## src/rtl/pwm_generator_multi_if.sv

```systemverilog
`default_nettype none
// ============================================================================
// Module      : pwm_generator_multi_if
// Description : Control and status bundle for pwm_generator_multi.
//               master = controller side that drives enable and the buttons.
//               slave  = PWM generator.
// Revision    : 1.0  initial release
// ============================================================================
interface pwm_generator_multi_if #(
    parameter int CHANNELS = 2,
    parameter int CNT_W    = 5
);
    logic                          enable;
    logic [CHANNELS-1:0]           inc_btn;
    logic [CHANNELS-1:0]           dec_btn;
    logic [CHANNELS-1:0]           pwm_out;
    logic                          period_tick;
    logic [CHANNELS*(CNT_W+1)-1:0] duty;

    modport master (
        output enable, inc_btn, dec_btn,
        input  pwm_out, period_tick, duty
    );

    modport slave (
        input  enable, inc_btn, dec_btn,
        output pwm_out, period_tick, duty
    );
endinterface
`default_nettype wire

```

## src/rtl/pwm_generator_multi.sv

```systemverilog
`default_nettype none
// ============================================================================
// Module      : pwm_generator_multi
// Description : Multi-channel PWM generator sharing one period counter.
//               Per-channel duty is stepped by debounced inc/dec buttons into
//               a pending register and copied to the active register only at
//               a period boundary (or continuously while disabled), so the
//               outputs never glitch mid-period.
//               Optional macro PWM_CENTER_ALIGNED_EN selects an up/down
//               counter (centre-aligned pulses, period = 2*PERIOD cycles).
// Revision    : 1.0  initial release
// ============================================================================
module pwm_generator_multi #(
    parameter int CHANNELS     = 2,
    parameter int CNT_W        = 5,
    parameter int PERIOD       = 32,
    parameter int DUTY_INIT    = 16,
    parameter int STEP         = 1,
    parameter int DEBOUNCE_DIV = 2
) (
    input  wire logic            clk,
    input  wire logic            reset,
    pwm_generator_multi_if.slave bus
);
    // Duty registers carry one extra bit so that 100% (== PERIOD) fits.
    localparam int                 c_DW        = CNT_W + 1;
    localparam int                 c_DIV_W     = (DEBOUNCE_DIV > 1) ? $clog2(DEBOUNCE_DIV) : 1;
    localparam logic [c_DIV_W-1:0] c_DIV_LAST  = c_DIV_W'(DEBOUNCE_DIV - 1);
    localparam logic [CNT_W-1:0]   c_CNT_LAST  = CNT_W'(PERIOD - 1);
    localparam logic [c_DW-1:0]    c_DUTY_MAX  = c_DW'(PERIOD);
    localparam logic [c_DW-1:0]    c_DUTY_INIT = c_DW'(DUTY_INIT);
    localparam logic [c_DW-1:0]    c_STEP_N    = c_DW'(STEP);
    localparam logic [c_DW:0]      c_STEP_W    = (c_DW + 1)'(STEP);

    logic [c_DIV_W-1:0]       r_div;
    logic                     w_sample_en;
    logic [CHANNELS-1:0]      r_inc_s1;
    logic [CHANNELS-1:0]      r_inc_s2;
    logic [CHANNELS-1:0]      r_dec_s1;
    logic [CHANNELS-1:0]      r_dec_s2;
    logic [CHANNELS-1:0]      w_inc_press;
    logic [CHANNELS-1:0]      w_dec_press;
    logic [CNT_W-1:0]         r_cnt;
    logic                     w_tick;
    logic [c_DW-1:0]          r_pending [CHANNELS];
    logic [c_DW-1:0]          r_active  [CHANNELS];
    logic [c_DW-1:0]          w_inc_val [CHANNELS];
    logic [c_DW-1:0]          w_dec_val [CHANNELS];
    logic [CHANNELS-1:0]      r_pwm;
    logic [CHANNELS*c_DW-1:0] w_duty;

    // Free-running debounce divider; the sample strobe marks its last count.
    always_ff @(posedge clk or posedge reset) begin
        if (reset) begin
            r_div <= '0;
        end else if (r_div == c_DIV_LAST) begin
            r_div <= '0;
        end else begin
            r_div <= r_div + 1'b1;
        end
    end

    assign w_sample_en = (r_div == c_DIV_LAST);

    // Two-stage button samplers, advanced only on the sample strobe.
    always_ff @(posedge clk or posedge reset) begin
        if (reset) begin
            r_inc_s1 <= '0;
            r_inc_s2 <= '0;
            r_dec_s1 <= '0;
            r_dec_s2 <= '0;
        end else if (w_sample_en) begin
            r_inc_s1 <= bus.inc_btn;
            r_inc_s2 <= r_inc_s1;
            r_dec_s1 <= bus.dec_btn;
            r_dec_s2 <= r_dec_s1;
        end
    end

    // Rising edge seen by the samplers, one clock wide.
    assign w_inc_press = r_inc_s1 & ~r_inc_s2 & {CHANNELS{w_sample_en}};
    assign w_dec_press = r_dec_s1 & ~r_dec_s2 & {CHANNELS{w_sample_en}};

`ifdef PWM_CENTER_ALIGNED_EN
    localparam logic [0:0] c_DIR_UP   = 1'b0;
    localparam logic [0:0] c_DIR_DOWN = 1'b1;

    logic [0:0] r_dir;

    // Up/down counter; each endpoint is held one extra cycle while turning.
    always_ff @(posedge clk or posedge reset) begin
        if (reset) begin
            r_cnt <= '0;
            r_dir <= c_DIR_UP;
        end else if (!bus.enable) begin
            r_cnt <= '0;
            r_dir <= c_DIR_UP;
        end else if (r_dir == c_DIR_UP) begin
            if (r_cnt == c_CNT_LAST) begin
                r_dir <= c_DIR_DOWN;
            end else begin
                r_cnt <= r_cnt + 1'b1;
            end
        end else begin
            if (r_cnt == '0) begin
                r_dir <= c_DIR_UP;
            end else begin
                r_cnt <= r_cnt - 1'b1;
            end
        end
    end

    // Period ends on the final down-count cycle at zero.
    assign w_tick = bus.enable && (r_dir == c_DIR_DOWN) && (r_cnt == '0);
`else
    // Edge-aligned up-counter wrapping PERIOD-1 -> 0, cleared while disabled.
    always_ff @(posedge clk or posedge reset) begin
        if (reset) begin
            r_cnt <= '0;
        end else if (!bus.enable || (r_cnt == c_CNT_LAST)) begin
            r_cnt <= '0;
        end else begin
            r_cnt <= r_cnt + 1'b1;
        end
    end

    assign w_tick = bus.enable && (r_cnt == c_CNT_LAST);
`endif

    // Saturating next-duty candidates per channel.
    for (genvar gi = 0; gi < CHANNELS; gi++) begin : g_ch
        logic [c_DW:0] w_sum;
        assign w_sum         = {1'b0, r_pending[gi]} + c_STEP_W;
        assign w_inc_val[gi] = (w_sum > {1'b0, c_DUTY_MAX}) ? c_DUTY_MAX : w_sum[c_DW-1:0];
        assign w_dec_val[gi] = (r_pending[gi] < c_STEP_N) ? '0 : (r_pending[gi] - c_STEP_N);
    end

    // Pending duty: a lone inc or dec press steps it; both together cancel.
    always_ff @(posedge clk or posedge reset) begin
        if (reset) begin
            for (int i = 0; i < CHANNELS; i++) begin
                r_pending[i] <= c_DUTY_INIT;
            end
        end else begin
            for (int i = 0; i < CHANNELS; i++) begin
                if (w_inc_press[i] && !w_dec_press[i]) begin
                    r_pending[i] <= w_inc_val[i];
                end else if (w_dec_press[i] && !w_inc_press[i]) begin
                    r_pending[i] <= w_dec_val[i];
                end
            end
        end
    end

    // Shadow copy at the period boundary, or every cycle while disabled.
    always_ff @(posedge clk or posedge reset) begin
        if (reset) begin
            for (int i = 0; i < CHANNELS; i++) begin
                r_active[i] <= c_DUTY_INIT;
            end
        end else if (!bus.enable || w_tick) begin
            for (int i = 0; i < CHANNELS; i++) begin
                r_active[i] <= r_pending[i];
            end
        end
    end

    // Registered compare; the output trails the counter by one clock.
    always_ff @(posedge clk or posedge reset) begin
        if (reset) begin
            r_pwm <= '0;
        end else begin
            for (int i = 0; i < CHANNELS; i++) begin
                r_pwm[i] <= bus.enable && ({1'b0, r_cnt} < r_active[i]);
            end
        end
    end

    // Pack active duties, channel 0 in the least significant field.
    always_comb begin
        w_duty = '0;
        for (int i = 0; i < CHANNELS; i++) begin
            w_duty[i*c_DW +: c_DW] = r_active[i];
        end
    end

    assign bus.pwm_out     = r_pwm;
    assign bus.period_tick = w_tick;
    assign bus.duty        = w_duty;
endmodule
`default_nettype wire

```

## src/flat_wrapper.sv

```systemverilog
// flat-port wrapper written by rule: the top's interface ports become plain ports
module pwm_generator_multi_flat 
#(
    parameter int CHANNELS     = 2,
    parameter int CNT_W        = 5,
    parameter int PERIOD       = 32,
    parameter int DUTY_INIT    = 16,
    parameter int STEP         = 1,
    parameter int DEBOUNCE_DIV = 2
)
  (clk, reset, bus_enable, bus_inc_btn, bus_dec_btn, bus_pwm_out, bus_period_tick, bus_duty);
  pwm_generator_multi_if #(.CHANNELS(CHANNELS), .CNT_W(CNT_W)) bus_i ();
  input  wire logic clk;
  input  wire logic reset;
  input wire logic [$bits(bus_i.enable)-1:0] bus_enable;
  input wire logic [$bits(bus_i.inc_btn)-1:0] bus_inc_btn;
  input wire logic [$bits(bus_i.dec_btn)-1:0] bus_dec_btn;
  output wire logic [$bits(bus_i.pwm_out)-1:0] bus_pwm_out;
  output wire logic [$bits(bus_i.period_tick)-1:0] bus_period_tick;
  output wire logic [$bits(bus_i.duty)-1:0] bus_duty;
  assign bus_i.enable = bus_enable;
  assign bus_i.inc_btn = bus_inc_btn;
  assign bus_i.dec_btn = bus_dec_btn;
  assign bus_pwm_out = bus_i.pwm_out;
  assign bus_period_tick = bus_i.period_tick;
  assign bus_duty = bus_i.duty;
  pwm_generator_multi #(.CHANNELS(CHANNELS), .CNT_W(CNT_W), .PERIOD(PERIOD), .DUTY_INIT(DUTY_INIT), .STEP(STEP), .DEBOUNCE_DIV(DEBOUNCE_DIV)) u_core (.clk(clk), .reset(reset), .bus(bus_i));
endmodule
```

## config.mk

```make
export PLATFORM = sky130hd
export DESIGN_NAME = pwm_generator_multi_flat
export DESIGN_NICKNAME = d
export VERILOG_FILES = /design/src/rtl/pwm_generator_multi_if.sv /design/src/rtl/pwm_generator_multi.sv /design/src/flat_wrapper.sv
export SDC_FILE = /design/constraint.sdc
export NUM_CORES = 1
export LEC_CHECK = 0
export CORE_MARGIN = 2
export CORE_UTILIZATION = 26
export DETAILED_ROUTE_END_ITERATION = 10
export PLACE_DENSITY_LB_ADDON = 0.1
export SYNTH_ARGS = -nofsm -noshare
export SYNTH_HDL_FRONTEND = slang
export SYNTH_SLANG_ARGS = --single-unit
```

## constraint.sdc

```tcl
create_clock -name clk -period 5.9 [get_ports clk]
set_clock_uncertainty 0.05 [all_clocks]
set_input_delay 0.59 -clock clk [delete_from_list [all_inputs] [get_ports clk]]
set_output_delay 0.59 -clock clk [all_outputs]
set_load 0.005 [all_outputs]
```

; Word-level counts from Yosys, hierarchy flattened
; Cells that the tools add are included.
[totals]
ff_bits = 40
latchBits = 0
ramBits = 0
romBits = 0
inputBits = 7
output_inout_bits = 15
elab_cells = 56
mem_count = 0
[op_classes]
addsub = 6
mul = 0
n_div = 0
n_lt_le_gt_ge = 6
n_eq_ne = 1
n_shift = 0
muxes = 10
n_bitwise = 6
n_reduce_logical = 16
[op_table]
columns = op, count
row1 = $mux W6, 8
row2 = $add A6 B1 Y7 const B, 2
row3 = $gt A7 B6 Y1 const B, 2
row4 = $lt A5 B6 Y1, 2
row5 = $lt A6 B1 Y1 const B, 2
row6 = $sub A6 B1 Y6 const B, 2
row7 = $and A2 B2 Y2, 4
row8 = $logic_and A1 B1 Y1, 7
row9 = $add A5 B1 Y5 const B, 1
row10 = $eq A5 B5 Y1 const B, 1
row11 = $logic_not A1 Y1, 5
row12 = $mux W5, 1
row13 = $not A2 Y2, 2
row14 = $reduce_bool A2 Y1, 2
row15 = $logic_or A1 B1 Y1, 2
row16 = $add A1 B1 Y1 const B, 1
row17 = $mux W1, 1

; Depth between registers and ports, before layout
; Gate-level depths: netlist of run 1.
[logic_depth]
ltp_word = 7
mapped_depth = 9
depth_no_buf = 7

; Worst setup path after synthesis of run 1
; No wires, ideal clock.
[synth_timing]
path_kind = register to register
startpoint = register u_core.r_div
endpoint = register u_core.r_pending[11] (netlist bit)
setup_time_ns = 0.122
arrival_ns = 1.983
required_ns = 5.728
path_slack_ns = 3.745
stages_incl_launch_ff = 10
n_path_buf = 2
period_less_slack_ns = 2.155
cell_sequence = dfrtp_1 buf_1 inv_1 nor3b_1 ha_1 buf_2 nand3_1 a2111oi_2 o21bai_1 a32o_1
[synth_between]
elab_chain_cells = 4
word_cells_on_any_way = 8
cone_classes = 1 x mux / 2 x bitwise / 5 x reduce/logical
[synth_rtl]
columns = element, line
row1 = "start, declared", pwm_generator_multi.sv:35  ; logic [c_DIV_W-1:0] r_div;
row2 = "start signal, assigned", pwm_generator_multi.sv:59  ; r_div <= r_div + 1'b1;
row3 = $and A2 B2 Y2 (on tied branches), "pwm_generator_multi.sv:82, pwm_generator_multi.sv:81"
row4 = $logic_not A1 Y1 (on tied branches), "pwm_generator_multi.sv:146, pwm_generator_multi.sv:148"
row5 = $logic_and A1 B1 Y1 (on tied branches), "pwm_generator_multi.sv:146, pwm_generator_multi.sv:148"
row6 = $mux W6 / $reduce_bool A2 Y1 (equally long branches), --
row7 = "end signal, assigned by index", pwm_generator_multi.sv:142  ; r_pending[i] <= c_DUTY_INIT;
row8 = "end signal, assigned by index", pwm_generator_multi.sv:147  ; r_pending[i] <= w_inc_val[i];
row9 = "end signal, assigned by index", pwm_generator_multi.sv:149  ; r_pending[i] <= w_dec_val[i];
row10 = "end, declared", pwm_generator_multi.sv:45  ; logic [c_DW-1:0] r_pending [CHANNELS];
; Parallel ways exist; a longest one is shown, timed or not.
; A chain may end at the register's enable or synchronous reset.

; Final worst setup path of run 1
[layout_timing]
startpoint = register u_core.r_cnt[0]
endpoint = output port bus_period_tick
[layout_between]
elab_chain_cells = 2
[layout_rtl]
columns = element, line
row1 = "start, declared", pwm_generator_multi.sv:43  ; logic [CNT_W-1:0] r_cnt;
row2 = "start signal, assigned", pwm_generator_multi.sv:123  ; r_cnt <= r_cnt + 1'b1;
row3 = $eq A5 B5 Y1, pwm_generator_multi.sv:127  ; assign w_tick = bus.enable && (r_cnt == c_CNT_LAST);
row4 = $logic_and A1 B1 Y1, pwm_generator_multi.sv:127
row5 = "end, declared", flat_wrapper.sv:19  ; output wire logic [$bits(bus_i.period_tick)-1:0] bus_period_tick;
; No other way between the ends.

==> results.md, run 1 <==
- Status: finished, final reports clean
- Floorplan row count: 34
- Cell Area, Synth: 2350 um^2
- DRC marker count from the first detailed-route iteration: 53
- Top cell by count, worst path: sky130_fd_sc_hd__ha_1
- Highest ir drop seen on vdd: 95.0 uV
- Critical path data arrival time: 1.90 ns
- Final GP Congestion: 0.799
- Setup slack of the worst register-to-register path: 3.52 ns
- Synth Net Count: 276
- Initial cell density of the core: 0.269
- Quantity of I/O buffers inserted on ports: 21
- Number of buffers inserted during clock tree synthesis: 5
- Combinational family with the most area after synthesis: simple AND/OR/NAND/NOR gates
- Number of vias in the routed layout: 1909
- Max Slew Vio Count: 0
- Worst R2R End: u_core.r_pending[9]$_DFFE_PP0P_
- Proportion of layout cells with a drive suffix above 1: 0.0919
- Cells along the critical path: ha_1 -> and3_1 -> ha_1 -> and2_1 -> clkdlybuf4s50_1
- H-tree Lvls: 2
- Launching point of the worst reg2reg path: u_core.r_div$_DFF_PP0_
- Number of global-route vias before repair: 1883
- Detailed-route vias per instance: 5.02
- Remaining design rule violation count: 0
- Endpoint of the worst hold path: u_core.r_cnt[0]$_DFF_PP0_
- Grt ovf: 0
- Post-synth EDFFs: 0
- Worst R2R Path Depth: 7
- Worst-skew pair later-pin latency: 0.29 ns
- Required time worst endpoint: 5.26 ns
- Sequential power share: 0.446
- Clock network fraction of total power: 0.159
- Largest net degree at the start of global routing: 41
- Pwr dens: 397 nW/um^2
- Critical path launch point type: flip-flop
- Number of warnings issued by yosys: 0
- Fraction of power spent switching nets: 0.395
- Synthesis-stage register bit count: 40
- Number of setup buffers added after CTS: 0
- Synthesized area per cell: 9.31 um^2
- TritonCTS clock tree: built
- Max-cap violation count: 0
- Sequential cell area: 1010 um^2
- Crit path max-delay cell type: sky130_fd_sc_hd__clkdlybuf4s50_1
- Area fraction in and, or, nand and nor cells after synthesis: 0.187
- Register area share after synthesis: 0.427
- Wire length of the first global-routing pass: 9120 um
- Flip-flop cell with the highest count after synthesis: sky130_fd_sc_hd__dfrtp_1
- Number of antenna violations at the first check in global routing: 0
- Post-layout minimum cycle time: 2.54 ns
- Number of hold-slack violations in the final timing report: 0
- Max-slew headroom: 0.641
- Share of the synthesized netlist area taken by xor and xnor gates: 0.00744
- Number of sinks on the clock net: 40
- Minimum setup slack in the final design: 3.36 ns
- Count of hold buffers inserted by post-cts repair: 0
- Maximum fanout along the worst path: 5
- Number of gates given a new drive strength after cts: 0
- Period Utilization, post-route: 0.431
- Post-layout total power: 1.08 mW
- Area of combinational cells with multiple inputs: 1200 um^2
- Setup Viol. Count Final: 0
- Hold-critical path depth: 1
- Clock root cell: sky130_fd_sc_hd__clkbuf_8
- Count of inserted antenna diode cells: 0
- Number of iterations in the first detailed-routing pass: 4
- Die X-Extent: 99.2 um
- Number of non-filler instances in the completed layout: 380
- F_max: 393 MHz
- Clock transition at the registers of the reported paths: 0.08 ns
- Switching component of the power: 428 uW
- Classification of the worst setup path: flip-flop to output pin
- Top-level I/O count: 22
- Gate power share: 0.395
- Total routing resource utilization after global routing: 0.114
- Final wirelength: 5200 um
- Maximum clock insertion buffer count: 2
- Crit. End Element: output pin
- Type of the worst min-delay path: flip-flop to flip-flop
- Setup repair after global routing missed its margin: false
- Cell count after synthesis: 253
- Synthesized-area fraction occupied by ao, oa, aoi and oai cells: 0.180
- Transition time at the pin with the least slew margin: 0.533 ns
- Share of flip-flops with an asynchronous set or reset: 1.00
- Synth unique cells: 50
- Leakage dissipation: 1.17 nW
- Post-placement worst setup slack: 3.49 ns
- Average wire per cell in the routed design: 13.7 um
- Final HPWL DP: 3700 um
- Longest individual stage delay on the worst path: 0.43 ns
- Fraction of synthesized area in multiplexers: 0.0521
- Growth of design area from synthesis to finish: 16.0%
- Final Net Count: 295
- Synthesized-area fraction occupied by adder cells: 0.0850
- Total internal power: 656 uW
- Die Outline Area: 9830 um^2
- Die Height: 99.2 um
- Total negative setup slack: 0 ns
- Post-Place Cells: 373
- Number of nets with antenna violations after detailed routing: 0
- Area of the core region: 8760 um^2
- Startpoint of the lowest-slack hold path: u_core.r_cnt[0]$_DFF_PP0_
- Filler cell count in the final layout: 926
## logic make-up (layout without fill, tap and decap cells)
logic type               count (synthesis)  in the layout
multiplexers                            11             11
flip-flops                              40             40
adder cells (fa/ha/maj)                 16             16
buffers and inverters                   34             53
XOR/XNOR                                 2              2
AND/OR/NAND/NOR                         85             85
AO/OA/AOI/OAI                           65             65
## state kept, by name, summed over array words and instances (netlist names)
name	flops
u_core.r_inc_s1	2
u_core.r_dec_s1	2
u_core.r_dec_s2	2
u_core.r_cnt	5
u_core.bus.duty	12
u_core.r_div	1
u_core.r_pending	12
u_core.r_inc_s2	2
u_core.bus.pwm_out	2
## through the flow
step,hold WS [ns],instance area (um^2),util
2_1_floorplan,0.408,2350,-
3_3_place_gp,0.433,2660,0.303
3_5_place_dp,0.439,2660,0.303
4_1_cts,0.457,2730,0.312
5_1_grt,0.487,2730,0.312
6_report,0.452,2730,0.312
## metal layers
layer | wire [um] | global-route usage | vias to the layer above
met1 | 2550 | 0.158 | 908
met5 | 0 | 0 | -
met3 | 272 | 0.0288 | 7
met4 | 52 | 0.0316 | 0
li1 | - | - | 941
met2 | 2320 | 0.176 | 53
## cells in the mapped netlist (all sizes together) (5+ instances only)
cell type  number  share of area
nand3          11          0.026
ha             16          0.085
nand2          21          0.033
nor2           17          0.027
nand2b          8          0.021
clkbuf          5          0.012
a21oi           5          0.011
mux2           10          0.048
dfrtp          36           0.38
o21ai          28          0.060
buf             6          0.013
inv            23          0.037
## power groups by stage
stage | sequential, mW | combinational (mW) | clock [mW]
finish | 0.484 | 0.428 | 0.172
global placement | 0.490 | 0.431 | 0
detailed placement | 0.488 | 0.430 | 0
global route | 0.502 | 0.492 | 0.194
floorplan | 0.433 | 0.322 | 0
CTS | 0.482 | 0.432 | 0.186
## cells in the final DEF (no fill, tap or decap), types with 2 or more instances in the layout
master / n
sky130_fd_sc_hd__o221ai_1: 2
sky130_fd_sc_hd__clkdlybuf4s50_1: 21
sky130_fd_sc_hd__nor2_1: 17
sky130_fd_sc_hd__ha_1: 16
sky130_fd_sc_hd__nand2_1: 21
sky130_fd_sc_hd__nand3b_1: 2
sky130_fd_sc_hd__a21oi_1: 5
sky130_fd_sc_hd__nor4_1: 3
sky130_fd_sc_hd__clkbuf_8: 5
sky130_fd_sc_hd__inv_1: 23
sky130_fd_sc_hd__o311a_1: 2
sky130_fd_sc_hd__o31ai_1: 2
sky130_fd_sc_hd__a211oi_1: 2
sky130_fd_sc_hd__nor2b_1: 4
sky130_fd_sc_hd__a21o_1: 3
sky130_fd_sc_hd__a31oi_1: 4
sky130_fd_sc_hd__dfstp_2: 4
sky130_fd_sc_hd__dfrtp_1: 36
sky130_fd_sc_hd__and3_1: 2
sky130_fd_sc_hd__and2_1: 4
sky130_fd_sc_hd__mux2_2: 10
sky130_fd_sc_hd__a22oi_1: 4
sky130_fd_sc_hd__nand4_1: 3
sky130_fd_sc_hd__nor3_1: 4
sky130_fd_sc_hd__nand2b_1: 8
sky130_fd_sc_hd__nor4b_1: 2
sky130_fd_sc_hd__buf_4: 2
sky130_fd_sc_hd__o21ai_0: 28
sky130_fd_sc_hd__nand3_1: 10
sky130_fd_sc_hd__a32oi_1: 2
sky130_fd_sc_hd__o22ai_1: 2
## critical path, delay by kind of cell (launching register included)
| family | cells | cell delay, ns |
|---|---|---|
| adders and majority gates | 2 | 0.43 |
| buffers and inverters | 1 | 0.43 |
| DFF | 1 | 0.42 |
| and+or+nand+nor | 2 | 0.34 |
## cell type report
| class | count | share of cell area |
|---|---|---|
| clock buffer | 6 | 0.0266 |
| clock inverter | 1 | 0.00183 |
| inverter | 23 | 0.0316 |
| multi-input combinational | 179 | 0.440 |
| sequential | 40 | 0.368 |
| tap | 108 | 0.0495 |
| timing repair buffer | 23 | 0.0824 |
## how the worst max path moves through the flow
| stage | slack (ns) | depth (start not counted) | endpoint | startpoint |
|---|---|---|---|---|
| 2_1_floorplan | 3.75 | 9 | u_core.r_pending[11]$_DFFE_PP0P_ | u_core.r_div$_DFF_PP0_ |
| 3_3_place_gp | 3.50 | 3 | bus_period_tick | bus_enable |
| 3_5_place_dp | 3.49 | 3 | bus_period_tick | bus_enable |
| 4_1_cts | 3.33 | 5 | bus_period_tick | u_core.r_cnt[1]$_DFF_PP0_ |
| 5_1_grt | 3.23 | 5 | bus_period_tick | u_core.r_cnt[0]$_DFF_PP0_ |
| 6_report | 3.36 | 5 | bus_period_tick | u_core.r_cnt[0]$_DFF_PP0_ |
No activity file was read; power rests on OpenSTA's default activity.
==> run 2: changes to the inputs <==
==> constraint.sdc (replaced) <==
create_clock -name clk -period 2.25 [get_ports clk]
set_clock_uncertainty 0.05 [all_clocks]
set_input_delay 0.225 -clock clk [delete_from_list [all_inputs] [get_ports clk]]
set_output_delay 0.225 -clock clk [all_outputs]
set_load 0.005 [all_outputs]
==> run 2 against run 1 <==
- die area is the same
- clock-buffer cell count is the same
- combinational power grew to 2.7 times the previous value
- setup slack lost 3.1 ns
- total power grew to 2.8 times the previous value
- register-to-register slack lost 3.3 ns
- global-route usage shrank 0.31 points
- routed wire length grew 0.62%
- cell area grew 2.8%
- via count shrank 1.3%
- sequential share of layout area shrank 1.0 points
- worst hold slack lost 0.26 ns
- largest cell class unchanged
==> results.md, run 2 (synthesis results as in run 1) <==
- Wire length of the first global-routing pass: 8760 um (was 9120 um)
- Number of hold-slack violations in the final timing report: 0 (unchanged)
- Type of the worst min-delay path: primary input to asynchronous set/reset pin (was flip-flop to flip-flop)
- Die Outline Area: 9830 um^2 (unchanged)
- Pwr dens: 1070 nW/um^2 (was 397 nW/um^2)
- Remaining design rule violation count: 0 (unchanged)
- DRC marker count from the first detailed-route iteration: 82 (was 53)
- Max-cap violation count: 0 (unchanged)
- Total routing resource utilization after global routing: 0.111 (was 0.114)
- F_max: 502 MHz
- Number of sinks on the clock net: 40 (unchanged)
- Clock transition at the registers of the reported paths: 0.08 ns (about the same)
- Status: finished, final reports clean (unchanged)
- Highest-count cells in the layout ignoring fill and taps: 36 x sky130_fd_sc_hd__dfrtp_1, 28 x sky130_fd_sc_hd__o21ai_0, 23 x sky130_fd_sc_hd__inv_1 (unchanged)
- Setup Viol. Count Final: 0 (unchanged)
- Max-slew headroom: 0.638 (was 0.641)
- Hold Worst Slack: 0.196 ns (was 0.452 ns)
- Growth of design area from synthesis to finish: 19.3% (was 16.0%)
- Commonest non-fill, non-tap cell in the layout: sky130_fd_sc_hd__dfrtp_1 (unchanged)
- Max Slew Vio Count: 0 (unchanged)
- Count of inserted antenna diode cells: 0 (unchanged)
- Maximum clock insertion buffer count: 2 (unchanged)
- Largest net degree at the start of global routing: 31 (was 41)
- Number of buffers inserted during clock tree synthesis: 5 (unchanged)
- Required time worst endpoint: 2.41 ns (was 5.26 ns)
- Quantity of I/O buffers inserted on ports: 21 (unchanged)
- Post-layout total power: 3.00 mW (was 1.08 mW)
- Setup repair after global routing missed its margin: false (unchanged)
- Final Net Count: 299 (was 295)
- Die Height: 99.2 um (unchanged)
- Post-layout minimum cycle time: 1.99 ns
- Final wirelength: 5230 um (was 5200 um)
- Launching instance or port of the critical path: u_core.r_div$_DFF_PP0_ (was u_core.r_cnt[0]$_DFF_PP0_)
- Number of setup buffers added after CTS: 0 (unchanged)
- Critical path data arrival time: 2.15 ns (was 1.90 ns)
- Number of nets with antenna violations after detailed routing: 0 (unchanged)
- Number of antenna violations at the first check in global routing: 0 (unchanged)
- Transition time at the pin with the least slew margin: 0.540 ns (was 0.533 ns)
- Proportion of layout cells with a drive suffix above 1: 0.112 (was 0.0919)
- Launching point of the worst reg2reg path: u_core.r_div$_DFF_PP0_ (unchanged)
- Critical path launch point type: flip-flop (unchanged)
- Number of global-route vias before repair: 1719 (was 1883)
- Clock root cell: sky130_fd_sc_hd__clkbuf_8 (unchanged)
- Number of vias in the routed layout: 1885 (was 1909)
- Top-level I/O count: 22 (unchanged)
- Area of the core region: 8760 um^2 (unchanged)
- Average wire per cell in the routed design: 13.6 um (was 13.7 um)
- Maximum fanout along the worst path: 11 (was 5)
- TritonCTS clock tree: built (unchanged)
- Floorplan row count: 34 (unchanged)
- H-tree Lvls: 2 (unchanged)
- Classification of the worst setup path: flip-flop to flip-flop (was flip-flop to output pin)
- Period Utilization, post-route: 0.886
- Final GP Congestion: 0.804 (was 0.799)
- Initial cell density of the core: 0.269 (unchanged)
- Die X-Extent: 99.2 um (unchanged)
- Number of iterations in the first detailed-routing pass: 4 (unchanged)
- Total negative setup slack: 0 ns (unchanged)
- Highest ir drop seen on vdd: 278 uV (was 95.0 uV)
- Crit. End Element: flip-flop (was output pin)
- Setup slack of the worst register-to-register path: 0.26 ns (was 3.52 ns)
- Worst-skew pair later-pin latency: 0.29 ns (about the same)
- Grt ovf: 0 (unchanged)
- Leakage dissipation: 1.23 nW (was 1.17 nW)
- Detailed-route vias per instance: 4.90 (was 5.02)
- Final HPWL DP: 3750 um (was 3700 um)
[run 2: cell types whose count changed in the layout (fill, tap and decap cells not counted)]
cell,before,now
sky130_fd_sc_hd__buf_4,2,5
sky130_fd_sc_hd__buf_12,0,1
sky130_fd_sc_hd__bufinv_16,0,1
sky130_fd_sc_hd__clkdlybuf4s50_1,21,20
sky130_fd_sc_hd__dlymetal6s2s_1,0,1
sky130_fd_sc_hd__ha_1,16,15
sky130_fd_sc_hd__ha_2,0,1
[run 2: final cells by class]
cell class	count	area [um^2]
fill	918	5950
timing repair buffer	27	270
sequential	40	1010
inverter	23	86.3
tap	108	135
clock inverter	2	35.0
clock buffer	6	72.6
multi-input combinational	179	1200
[run 2: worst max-delay path, cell delays in order (launching register included)]
cell and delay, ns:
sky130_fd_sc_hd__dfrtp_1 0.35, sky130_fd_sc_hd__inv_1 0.05, sky130_fd_sc_hd__nor3b_1 0.21, sky130_fd_sc_hd__ha_1 0.42, sky130_fd_sc_hd__nand2b_1 0.15, sky130_fd_sc_hd__mux2i_1 0.33, sky130_fd_sc_hd__o21ai_0 0.16, sky130_fd_sc_hd__a22oi_1 0.18
[run 2: what timing repair did]
item	in CTS	in global routing
endpoints found under the setup margin	0	1
hold buffers	0	0
gates resized for setup	0	2
[run 2: through the flow]
stage / worst slack (ns) / cells / utilization / instance area (um^2)
6_report: 0.256 / 385 / 0.321 / 2810
2_1_floorplan: 0.0955 / 253 / - / 2350
5_1_grt: 0.0330 / 385 / 0.321 / 2810
4_1_cts: 0.0385 / 385 / 0.320 / 2810
3_3_place_gp: 0.292 / 377 / 0.308 / 2700
3_5_place_dp: 0.273 / 377 / 0.308 / 2700
[run 2: metal layers]
metal / wire length (um) / track usage / part of all wire
met1: 2650 / 0.159 / 0.51
met4: 30 / 0.0263 / 0.0057
met2: 2280 / 0.163 / 0.44
met3: 273 / 0.0344 / 0.052
met5: 0 / 0 / 0
[run 2: power breakdown]
group / switching [mW] / internal (mW) / total (mW)
Combinational: 0.565 / 0.580 / 1.15
Sequential: 0.317 / 0.948 / 1.26
Clock: 0.259 / 0.330 / 0.589
[run 2: path summary, 6_finish.rpt]
check | endpoint | cells after the start
max | u_core.r_pending[9]$_DFFE_PP0P_ | 7
min | u_core.r_inc_s2[0]$_DFFE_PP0P_ | 2
max reg2reg | u_core.r_pending[9]$_DFFE_PP0P_ | 7
min reg2reg | u_core.r_div$_DFF_PP0_ | 1
max in group asynchronous | u_core.r_pending[4]$_DFFE_PP1P_ | 3
min in group clk | u_core.r_div$_DFF_PP0_ | 1
==> run 3: changes to the inputs <==
--- a/config.mk
+++ b/config.mk
@@ -7,6 +7,7 @@
 export LEC_CHECK = 0
 export CORE_MARGIN = 2
 export CORE_UTILIZATION = 26
+export CTS_CLUSTER_DIAMETER = 150
 export DETAILED_ROUTE_END_ITERATION = 10
 export PLACE_DENSITY_LB_ADDON = 0.1
 export SYNTH_ARGS = -nofsm -noshare
==> results of run 3 <==
No change in the layout: final DEF, timing and power equal those of run 2.
